File: config.mk
export PLATFORM = sky130hd
export DESIGN_NAME = plugboard
export DESIGN_NICKNAME = d
export VERILOG_FILES = /design/src/rtl/enigma_pkg.sv /design/src/rtl/plug_fifo.sv /design/src/rtl/plugboard.sv
export SDC_FILE = /design/constraint.sdc
export NUM_CORES = 1
export LEC_CHECK = 0
export CAP_MARGIN = 20
export CORE_UTILIZATION = 25
export CTS_CLUSTER_DIAMETER = 200
export DETAILED_ROUTE_END_ITERATION = 16
export GPL_ROUTABILITY_DRIVEN = 0
export SYNTH_ARGS = -nofsm -noshare
export SYNTH_HDL_FRONTEND = slang
export SYNTH_SLANG_ARGS = --single-unit
File: constraint.sdc
create_clock -name clk -period 12.2 [get_ports clk]
set_input_delay 3.66 -clock clk [delete_from_list [all_inputs] [get_ports clk]]
set_output_delay 3.66 -clock clk [all_outputs]
set_load 0.005 [all_outputs]
File: src/rtl/enigma_pkg.sv
// Shared types and constants for the Enigma datapath blocks.
// Holds the alphabet geometry and the plugboard state encoding.
package enigma_pkg;

  localparam int ASCII_A   = 65;
  localparam int ALPHA_LEN = 26;
  localparam int TABLE_W   = 208;

  typedef enum logic [1:0] {
    ST_IDLE,
    ST_ISSUE,
    ST_WAIT
  } pb_state_t;

  function automatic logic is_upper(input logic [7:0] c);
    return (c >= 8'h41) && (c <= 8'h5A);
  endfunction

endpackage

File: src/rtl/plug_fifo.sv
// Byte-wide synchronous FIFO buffering host characters for the plugboard.
// DEPTH must be a power of two so the pointers wrap naturally.
module plug_fifo #(
  parameter int DEPTH = 4
) (
  input  logic                   clk,
  input  logic                   reset,
  input  logic                   push,
  input  logic                   pop,
  input  logic [7:0]             din,
  output logic [7:0]             dout,
  output logic                   full,
  output logic                   empty,
  output logic [$clog2(DEPTH):0] count
);

  localparam int AW = $clog2(DEPTH);
  localparam int CW = AW + 1;

  logic [7:0]    mem [DEPTH];
  logic [AW-1:0] rd_ptr;
  logic [AW-1:0] wr_ptr;
  logic          do_pop;
  logic          do_push;

  assign empty   = (count == '0);
  assign full    = (count == CW'(DEPTH));
  assign do_pop  = pop && !empty;
  // a pop frees the slot this push lands in, so full does not block it
  assign do_push = push && (!full || do_pop);
  assign dout    = mem[rd_ptr];

  always_ff @(posedge clk) begin
    if (do_push) mem[wr_ptr] <= din;
  end

  always_ff @(posedge clk or posedge reset) begin
    if (reset) begin
      rd_ptr <= '0;
      wr_ptr <= '0;
      count  <= '0;
    end else begin
      if (do_push) wr_ptr <= wr_ptr + 1'b1;
      if (do_pop)  rd_ptr <= rd_ptr + 1'b1;
      count <= count + CW'(do_push) - CW'(do_pop);
    end
  end

endmodule

File: src/rtl/plugboard.sv
// Enigma plugboard: buffers host letters, swaps them and issues one at a time.
// Define PLUGBOARD_LOWERCASE_EN to accept and fold lowercase letters.
module plugboard
  import enigma_pkg::*;
#(
  parameter int FIFO_DEPTH = 4
) (
  input  logic               clk,
  input  logic               reset,
  input  logic               set,
  input  logic [TABLE_W-1:0] pairs,
  input  logic               in_valid,
  input  logic [7:0]         in_data,
  output logic               in_ready,
  output logic               out_valid,
  output logic [7:0]         out_data,
  input  logic               rotor_done,
  output logic               busy,
  output logic               in_err
);

  pb_state_t state;

  logic [7:0] tbl [ALPHA_LEN];
  logic [7:0] head;
  logic [7:0] mapped;
  logic [7:0] char_in;
  logic       char_ok;
  logic       xfer;
  logic       push;
  logic       pop;
  logic       full;
  logic       empty;
  logic [$clog2(FIFO_DEPTH):0] count;

  assign in_ready = !full && !reset;
  assign xfer     = in_valid && in_ready;
  assign push     = xfer && char_ok;
  assign pop      = (state == ST_IDLE) && !empty;
  assign busy     = (state != ST_IDLE) || (count != '0);

  always_comb begin
    char_in = in_data;
    char_ok = is_upper(in_data);
`ifdef PLUGBOARD_LOWERCASE_EN
    if (in_data >= 8'h61 && in_data <= 8'h7A) begin
      char_in = in_data - 8'h20;
      char_ok = 1'b1;
    end
`endif
  end

  // non-letter table entries leave their letter unswapped
  always_comb begin
    mapped = head;
    for (int k = 0; k < ALPHA_LEN; k++) begin
      if (head == 8'(ASCII_A + k) && is_upper(tbl[k]))
        mapped = tbl[k];
    end
  end

  plug_fifo #(
    .DEPTH(FIFO_DEPTH)
  ) u_fifo (
    .clk   (clk),
    .reset (reset),
    .push  (push),
    .pop   (pop),
    .din   (char_in),
    .dout  (head),
    .full  (full),
    .empty (empty),
    .count (count)
  );

  always_ff @(posedge clk or posedge reset) begin
    if (reset) begin
      for (int k = 0; k < ALPHA_LEN; k++)
        tbl[k] <= 8'(ASCII_A + k);
    end else if (set) begin
      for (int k = 0; k < ALPHA_LEN; k++)
        tbl[k] <= pairs[TABLE_W-1-8*k -: 8];
    end
  end

  always_ff @(posedge clk or posedge reset) begin
    if (reset) begin
      state     <= ST_IDLE;
      out_valid <= 1'b0;
      out_data  <= 8'h00;
      in_err    <= 1'b0;
    end else begin
      in_err    <= xfer && !char_ok;
      out_valid <= 1'b0;
      unique case (state)
        ST_IDLE: begin
          if (!empty) begin
            out_data  <= mapped;
            out_valid <= 1'b1;
            state     <= ST_ISSUE;
          end
        end
        ST_ISSUE: state <= ST_WAIT;
        ST_WAIT: begin
          if (rotor_done) state <= ST_IDLE;
        end
        default: state <= ST_IDLE;
      endcase
    end
  end

endmodule

==> results of run 1 <==
[worst max-delay path, delay by kind of cell]
family,cells,cell delay [ns]
AO/OA/AOI/OAI,1,0.25
buffers and inverters,2,1.05
[final timing paths]
kind | end | from | slack, ns
worst max-delay path | in_ready | reset | 3.58
worst min-delay path | state[1]$_DFFE_PP0P_ | state[0]$_DFFE_PP0P_ | 0.48
worst max register to register | out_data[2]$_DFFE_PP0P_ | u_fifo.rd_ptr[0]$_DFFE_PP0P_ | 7.66
worst min register to register | state[1]$_DFFE_PP0P_ | state[0]$_DFFE_PP0P_ | 0.48
max in group asynchronous | tbl[58]$_DFFE_PP0P_ | reset | 7.21
min in group asynchronous | in_err$_DFF_PP0_ | reset | 3.60
[layer usage]
metal	global-route usage [%]	wire, um	share of wire, %	vias up
li1	-	-	-	4263
met1	19.04	16480	44	4654
met2	24.19	17680	47	253
met3	3.984	2274	6.1	63
met4	4.477	1035	2.8	10
met5	0	62	0.17	-
[flip-flops by register name, summed over array words and instances, names as in the netlist]
signal / count
in_err: 1
out_data: 8
out_valid: 1
state: 2
tbl: 208
u_fifo.count: 3
u_fifo.mem: 32
u_fifo.rd_ptr: 2
u_fifo.wr_ptr: 2
[report_power, final]
part | internal (mW) | switching (mW)
sequential | 0.999 | 0.102
combinational | 0.285 | 0.324
clock | 0.595 | 0.380
[area by class of cell]
type                       instances  area [sq um]
tap                              664         830.8
sequential                       259          6749
fill                            4938         32350
multi-input combinational        689          5319
inverter                          31         123.9
timing repair buffer             240          2387
clock inverter                    14         191.4
clock buffer                      44         894.6
antenna                            3         7.507
[Yosys cell counts (all sizes together), types with 3 or more instances]
cell / n
or4b: 3
dfrtp: 141
mux4: 8
nor4b: 9
inv: 31
a222oi: 3
nor2b: 6
o211ai: 7
or4: 12
a2111oi: 9
or3b: 3
and2: 14
o2111ai: 5
o21ai: 47
edfxtp: 32
xnor2: 5
nor3: 30
ha: 6
buf: 6
or3: 10
nor3b: 8
nand4: 5
o22a: 4
a31oi: 6
o22ai: 19
a211oi: 8
a21oi: 42
a221oi: 9
nor2: 64
mux2: 191
o221ai: 11
nand2: 93
dfstp: 86
nor4: 6
nand3: 5
nand2b: 5
a22oi: 5
clkbuf: 35
[logic make-up (layout without fill, tap and decap cells)]
logic type      Yosys count  in the layout  synth area share (%)
xor+xnor                  5              5                0.3545
fa+ha+maj                 7              7                0.7698
flops                   259            259                 54.64
compound gates          196            196                 10.86
other cells               0              3                     0
buf+inv                  72            329                 2.299
simple gates            281            281                 12.13
mux                     200            200                 18.95
[stage by stage]
| step | worst slack [ns] | util, % | cell area, sq um |
|---|---|---|---|
| after floorplan | 2.463 | - | 12350 |
| after global placement | 3.571 | 31.55 | 15410 |
| after detailed placement | 3.573 | 31.55 | 15410 |
| after CTS | 3.576 | 33.77 | 16500 |
| after global routing | 3.530 | 33.78 | 16500 |
| final | 3.581 | 33.78 | 16500 |
==> run metrics, run 1 <==
Setup CP Type input pin to primary output; H-tree depth 1; LEAKAGE 6.190 nW; Most common cell on crit path clkdlybuf4s50_1; WHS Path Cells 1; Initial Util 25.29%; Hold Slack 0.4786 ns; initial antenna violation count 9; setup violators final 0; Detailed Route Iter0 Violations 502; TNS Setup 0 ns; critical path required time 8.54 ns; Syn Area/Cell 12.11 sq um; slew margin rel. 28.55%; Post-Syn Nets 1248; FMAX 116.0 MHz; most common cell after layout, fill and taps aside clkdlybuf4s50_1; total power 2.685 mW; FP Rows 81; Tmin final 8.619 ns; Die W 224.3 um; max_cap viols 0; Area contributors post-synth dfrtp_1 (29%), dfstp_2 (18%), mux2_2 (17%); worst hold-check path type flop to flop; Post-synth EDFFs 32; crit path max fanout 3; Sink Count 259; final max-slew violation count 0; worst slew pin tran 1.057 ns; Vias/cell 4.755; nets 1480; Avg WL per Cell 19.31 um; Synth top area share 28.57%; Hold Violations, Final 0; Seq cells post-synth 259; global route overflow 0; Worst R2R Path Depth 9; # DRC 0; Clock Skew 0.009078 ns; VDD IR max 0.00009614 V; Synth Flop Type dfrtp_1; area of the mapped netlist 0.01235 sq mm; postcts setup bufs 0; CTS Root Cell clkbuf_16; Final HPWL DP 27960 um; Clock Latency Late Sink 0.58 ns; Tot GR Track Use 14.79%; largest net degree at the start of global routing 111; CTS buffer count 31; Resize count post-CTS 0; layout cells sized above 1 28.82%; critical path's slowest cell clkdlybuf4s50_1; fraction of registers with async set/reset 87.64%; Detailed Route WL 37530 um; drt pass-1 iters 5; WP data arrival 4.96 ns; Via Count 9243; type of element launching the critical path input pin; IO Count 233; clock slew at reported path FFs 0.06 ns; Critical Path, Cell by Cell clkdlybuf4s50_1 -> a21oi_1 -> clkdlybuf4s50_1; cts-stage hold buffer count 0; Die Ht 224.3 um; Final Cycle Share 70.64%; non-filler cells, final 1944; Core Area 0.04885 sq mm; Synth Instances 1020; maximum clock insertion buffer count 3; Yosys warning total 0; CTS tree yes; synth-to-layout area growth 33.61%; most frequent cells in the layout clkdlybuf4s50_1 (231), mux2_2 (191), dfrtp_1 (141); cell taking the most area after synthesis dfrtp_1; vias in the first global route 9455; first-pass GRT wire length 56840 um; RSZ-0062 raised after global routing no; port bufs 232; sequential area share after synthesis 54.64%; Worst Setup End Kind primary output; Detail Route Antenna Nets 0; Netlist cell types 76; CP max stage delay 0.54 ns; outcome finished clean; Placed Cells 1883; Die ar. 0.05030 sq mm; Pwr per Cell Area 162.7 mW/mm^2
No activity file was read; power rests on OpenSTA's default activity.
==> run 2, diff against run 1 <==
==> constraint.sdc (replaced) <==
create_clock -name clk -period 8.4 [get_ports clk]
set_input_delay 2.52 -clock clk [delete_from_list [all_inputs] [get_ports clk]]
set_output_delay 2.52 -clock clk [all_outputs]
set_load 0.005 [all_outputs]
==> run 2 against run 1 <==
Compared with the run above: utilization down 0.19 points; die area unchanged; non-clock buffer count unchanged; global-route usage about the same; largest cell class unchanged; count of clock-buffer cells in the layout up 2; largest power group unchanged; critical path depth unchanged.
==> run metrics, run 2 (synthesis gave the netlist of run 1 again) <==
outcome finished clean (unchanged); most frequent cells in the layout clkdlybuf4s50_1 (231), mux2_2 (191), dfrtp_1 (141) (unchanged); clock slew at reported path FFs 0.06 ns (about the same); slew margin rel. 28.34% (was 28.55%); port bufs 232 (unchanged); FP Rows 81 (unchanged); Die Ht 224.3 um (unchanged); Detail Route Antenna Nets 0 (unchanged); P_sw 1.147 mW (was 0.8055 mW); nets 1479 (was 1480); Pint 2.654 mW (was 1.879 mW); Hold Violations, Final 0 (unchanged); Final HPWL DP 27550 um (was 27960 um); clock power share 34.7% (was 36.3%); Initial Util 25.29% (unchanged); total power 3.802 mW (was 2.685 mW); worst slew pin tran 1.060 ns (was 1.057 ns); fin util 33.60% (was 33.78%); r2r setup slk 4.04 ns (was 7.66 ns); Clock Skew 0.01526 ns (was 0.009078 ns); initial antenna violation count 5 (was 9); Setup CP Type input pin to primary output (unchanged); Die ar. 0.05030 sq mm (unchanged); Vias/cell 4.757 (was 4.755); Core Area 0.04885 sq mm (unchanged); RSZ-0062 raised after global routing no (unchanged); # DRC 0 (unchanged); Final WS setup 2.118 ns (was 3.581 ns); critical path required time 5.88 ns (was 8.54 ns); Pwr per Cell Area 231.6 mW/mm^2 (was 162.7 mW/mm^2); CTS Root Cell clkbuf_16 (unchanged); first-pass GRT wire length 56540 um (was 56840 um); dpl ws 2.112 ns (was 3.573 ns); setup violators final 0 (unchanged); Combinational Power Share 23.3% (was 22.7%); Detailed Route Iter0 Violations 723 (was 502); Post-Layout Inst Area 0.01641 sq mm (was 0.01650 sq mm); largest net degree at the start of global routing 138 (was 111); biggest registers after layout tbl: 208 flops, u_fifo.mem: 32 flops, out_data: 8 flops (unchanged); cts-stage hold buffer count 0 (unchanged); Sink Count 259 (unchanged); LEAKAGE 6.137 nW (was 6.190 nW); VDD IR max 0.0001381 V (was 0.00009614 V); Die W 224.3 um (unchanged); Tmin final 6.282 ns; global route overflow 0 (unchanged); Sw Ratio 30.18% (was 30.01%); most common cell after layout, fill and taps aside clkdlybuf4s50_1 (unchanged); Clock Latency Late Sink 0.58 ns (about the same); maximum clock insertion buffer count 3 (unchanged); DP Area 0.01541 sq mm (about the same); WP data arrival 3.76 ns (was 4.96 ns); synth-to-layout area growth 32.87% (was 33.61%); worst hold-check path type flop to flop (unchanged); Avg WL per Cell 19.19 um (was 19.31 um); Hold Slack 0.4750 ns (was 0.4786 ns); Final Cycle Share 74.78%; Top reg by flops tbl (unchanged); max_cap viols 0 (unchanged); Detailed Route WL 37290 um (was 37530 um); crit path max fanout 3 (unchanged); Flop pwr share 42.0% (was 41.0%); TNS Setup 0 ns (unchanged); H-tree depth 1 (unchanged); Worst Setup End Kind primary output (unchanged); IO Count 233 (unchanged); Placed Cells 1883 (unchanged); non-filler cells, final 1943 (was 1944); vias in the first global route 9362 (was 9455); FMAX 159.2 MHz; type of element launching the critical path input pin (unchanged); final max-slew violation count 0 (unchanged); drt pass-1 iters 5 (unchanged); layout cells sized above 1 28.08% (was 28.82%); postcts setup bufs 0 (unchanged); Resize count post-CTS 0 (unchanged); CTS buffer count 30 (was 31); Via Count 9242 (was 9243); Tot GR Track Use 14.75% (was 14.79%); max FFs per register 208 (unchanged); CTS tree yes (unchanged)
==> run 2: cell types whose count changed in the layout (fill, tap and decap cells not counted) <==
cell        before  now
buf_1            0    1
buf_12           0    1
buf_4            8    6
bufinv_16        4    3
clkbuf_1         6   13
clkbuf_8         7    2
clkinv_4         0    2
clkinvlp_4       3    2
diode_2          3    4
inv_6            2    0
inv_8            2    0
==> run 2: layout make-up <==
cell class	instances	area, sq um
flip-flops and latches	259	6749
diodes	4	10.01
repair buffers	240	2396
multi-input cells	689	5319
well taps	664	830.8
clock buffers	46	852.1
inverters	31	120.1
fillers	4917	32440
clock inverters	10	135.1
==> run 2: power groups by stage <==
stage / combinational, mW / sequential [mW] / clock [mW]
6_report: 0.886 / 1.60 / 1.32
3_3_place_gp: 0.888 / 1.61 / 0
4_1_cts: 0.904 / 1.60 / 1.36
5_1_grt: 0.973 / 1.62 / 1.41
3_5_place_dp: 0.898 / 1.62 / 0
2_1_floorplan: 0.536 / 1.55 / 0
==> run 2: worst paths after layout <==
| check | end | cells after the start | from |
|---|---|---|---|
| setup / recovery | in_ready | 3 | reset |
| hold / removal | state[1]$_DFFE_PP0P_ | 1 | state[0]$_DFFE_PP0P_ |
| setup reg to reg | out_data[2]$_DFFE_PP0P_ | 9 | u_fifo.rd_ptr[0]$_DFFE_PP0P_ |
| hold reg to reg | state[1]$_DFFE_PP0P_ | 1 | state[0]$_DFFE_PP0P_ |
| max in group asynchronous | tbl[148]$_DFFE_PP0P_ | 3 | reset |
| min in group asynchronous | u_fifo.count[2]$_DFF_PP0_ | 2 | reset |
==> run 2: layer usage <==
metal	wire, um	vias up	global-route usage [%]
met3	2375	70	3.605
li1	-	4287	-
met5	22	-	0
met1	16450	4598	19.54
met4	1100	4	4.082
met2	17340	283	23.90
==> run 2: critical path, cell delays in order <==
cell,delay [ns]
clkdlybuf4s50_1,0.47
a21oi_1,0.23
clkdlybuf4s50_1,0.54
==> run 3, diff against run 2 <==
==> constraint.sdc (replaced) <==
create_clock -name clk -period 5.7 [get_ports clk]
set_input_delay 1.71 -clock clk [delete_from_list [all_inputs] [get_ports clk]]
set_output_delay 1.71 -clock clk [all_outputs]
set_load 0.005 [all_outputs]
==> run 3 against run 2 <==
Compared with the run above: count of clock-buffer cells in the layout is 9 lower; cell count decreased by 0.26%; wire length is 0.84% higher; sequential share of layout area decreased by 0.30 points; register-to-register slack lost 2.7 ns; via count fell by 0.24%; total power grew 52%; clock power grew 62%; sequential power is 48% higher; global-route usage increased by 0.18 points; cell area rose by 0.75%; non-clock buffer count shrank 2; critical path type unchanged.
==> run metrics, run 3 (synthesis gave the netlist of run 1 again) <==
outcome finished clean (unchanged); LEAKAGE 6.203 nW (was 6.137 nW); TNS Setup 0 ns (unchanged); Setup CP Type input pin to primary output (unchanged); Worst Setup End Kind primary output (unchanged); Crit path buffers/inverters 2 (unchanged); Die W 224.3 um (unchanged); Clock Skew 0.01259 ns (was 0.01526 ns); # DRC 0 (unchanged); met2 Use GR 24.84% (was 23.90%); P_sw 1.711 mW (was 1.147 mW); worst slew pin tran 0.9838 ns (was 1.060 ns); Core Area 0.04885 sq mm (unchanged); Worst R2R Path Depth 9 (unchanged); fin util 33.85% (was 33.60%); hold_sp out_data[5]$_DFFE_PP0P_ (was state[0]$_DFFE_PP0P_); Most common cell on crit path clkdlybuf4s50_1 (unchanged); Combinational Power Share 22.1% (was 23.3%); diode count 0 (was 4); most common cell after layout, fill and taps aside clkdlybuf4s50_1 (unchanged); RSZ-0062 raised after global routing no (unchanged); Pwr per Cell Area 349.2 mW/mm^2 (was 231.6 mW/mm^2); CTS buffer count 31 (was 30); r2r setup slk 1.37 ns (was 4.04 ns); layout cells sized above 1 28.81% (was 28.08%); max_cap viols 0 (unchanged); global route overflow 0 (unchanged); CTS tree yes (unchanged); drt pass-1 iters 5 (unchanged); worst hold-check path type flop to flop (unchanged); port bufs 232 (unchanged); GR Util met3 3.736% (was 3.605%); global-route track usage on met1 19.13% (was 19.54%); nets 1478 (was 1479); Die ar. 0.05030 sq mm (unchanged); Detailed Route Iter0 Violations 562 (was 723); type of element launching the critical path input pin (unchanged); biggest registers after layout tbl: 208 flops, u_fifo.mem: 32 flops, out_data: 8 flops (unchanged); Die Ht 224.3 um (unchanged); Flop pwr share 40.9% (was 42.0%); clock slew at reported path FFs 0.06 ns (about the same); Critical Path, Cell by Cell clkdlybuf4s50_1 -> a21oi_1 -> clkdlybuf4s50_1 (unchanged); crit path max fanout 3 (unchanged); Final Cycle Share 82.19%; r2r endpoint out_data[3]$_DFFE_PP0P_ (was out_data[2]$_DFFE_PP0P_); Initial Util 25.29% (unchanged); FMAX 213.5 MHz; Top reg by flops tbl (unchanged); clock power share 37.0% (was 34.7%); GRT Max-Usage Layer met2 (unchanged); slew margin rel. 34.41% (was 28.34%); final max-slew violation count 0 (unchanged); CTS Root Cell clkbuf_16 (unchanged); synth-to-layout area growth 33.86% (was 32.87%); Tot GR Track Use 14.93% (was 14.75%); initial antenna violation count 5 (unchanged); Detailed Route WL 37600 um (was 37290 um); most frequent cells in the layout clkdlybuf4s50_1 (231), mux2_2 (191), dfrtp_1 (141) (unchanged); WP data arrival 2.97 ns (was 3.76 ns); IO Count 233 (unchanged); Avg WL per Cell 19.40 um (was 19.19 um); hold endpoint out_data[5]$_DFFE_PP0P_ (was state[1]$_DFFE_PP0P_); Clock Latency Late Sink 0.57 ns (was 0.58 ns); postcts setup bufs 0 (unchanged); maximum clock insertion buffer count 3 (unchanged); critical path's slowest cell clkdlybuf4s50_1 (unchanged); Placed Cells 1881 (was 1883); Sw Ratio 29.64% (was 30.18%); DP Area 0.01543 sq mm (was 0.01541 sq mm); Tmin final 4.685 ns; Vias/cell 4.757 (about the same); Pint 4.063 mW (was 2.654 mW); H-tree depth 1 (unchanged); Resize count post-CTS 0 (unchanged); setup violators final 0 (unchanged); first-pass GRT wire length 57170 um (was 56540 um); VDD IR max 0.0001895 V (was 0.0001381 V); Final HPWL DP 27960 um (was 27550 um); FP Rows 81 (unchanged); r2r startpoint u_fifo.rd_ptr[0]$_DFFE_PP0P_ (unchanged); critical path required time 3.99 ns (was 5.88 ns); cts-stage hold buffer count 0 (unchanged); largest net degree at the start of global routing 105 (was 138); non-filler cells, final 1938 (was 1943); Sink Count 259 (unchanged); Post-Layout Inst Area 0.01653 sq mm (was 0.01641 sq mm); Detail Route Antenna Nets 0 (unchanged); max FFs per register 208 (unchanged); Hold Slack 0.4749 ns (was 0.4750 ns); CP max stage delay 0.55 ns (was 0.54 ns); Hold Violations, Final 0 (unchanged); FILL cells 4908 (was 4917); WHS Path Cells 2 (was 1); vias in the first global route 9526 (was 9362); CP delay by family, top buffers and inverters (unchanged); Via Count 9220 (was 9242)
-- run 3: cell count changes in the layout (fill, tap and decap cells not counted), moves of 3 or more --
cell       change
buf_4          -3
clkbuf_1      -11
diode_2        -4
bufinv_16      +3
-- run 3: final cells by class --
cell class | instances | area, sq um | area share, %
Clock buffer | 37 | 838.3 | 5.070
Clock inverter | 20 | 267.8 | 1.619
Inverter | 31 | 120.1 | 0.7264
Multi-Input combinational cell | 689 | 5319 | 32.17
Sequential cell | 259 | 6749 | 40.82
Tap cell | 664 | 830.8 | 5.025
Timing Repair Buffer | 238 | 2410 | 14.57
-- run 3: worst max path at each step --
stage / cells past startpoint / endpoint / slack (ns) / from
2_1_floorplan: 1 / in_err$_DFF_PP0_ / 1.09 / reset
3_3_place_gp: 3 / in_ready / 1.00 / reset
3_5_place_dp: 3 / in_ready / 1.02 / reset
4_1_cts: 3 / in_ready / 1.01 / reset
5_1_grt: 3 / in_ready / 0.91 / reset
6_report: 3 / in_ready / 1.02 / reset
-- run 3: worst reg2reg max path: stages, from the launching register on --
cell,delay (ns)
dfrtp_1,0.70
mux4_2,0.69
nand2b_1,0.74
nor2_1,0.19
a2111oi_0,0.58
nor3_1,0.16
nor3_1,0.45
o221ai_1,0.22
a31oi_1,0.35
o21ai_1,0.12
-- run 3: through the flow --
step | setup slack [ns] | total power, mW
5_1_grt | 0.9051 | 6.074
2_1_floorplan | 1.094 | 3.082
3_3_place_gp | 1.000 | 3.660
4_1_cts | 1.014 | 5.891
3_5_place_dp | 1.024 | 3.692
6_report | 1.015 | 5.774
-- run 3: routing by layer --
| layer | up-vias | wire length, um |
|---|---|---|
| met5 | - | 50 |
| met2 | 273 | 17830 |
| met4 | 8 | 1171 |
| met1 | 4601 | 16000 |
| li1 | 4264 | - |
| met3 | 74 | 2553 |
-- run 3: power by group through the flow --
| stage | Sequential, mW | Combinational, mW | Clock, mW |
|---|---|---|---|
| after floorplan | 2.29 | 0.791 | 0 |
| after global placement | 2.39 | 1.27 | 0 |
| after detailed placement | 2.40 | 1.29 | 0 |
| after CTS | 2.37 | 1.30 | 2.22 |
| after global routing | 2.40 | 1.40 | 2.27 |
| final | 2.36 | 1.28 | 2.14 |
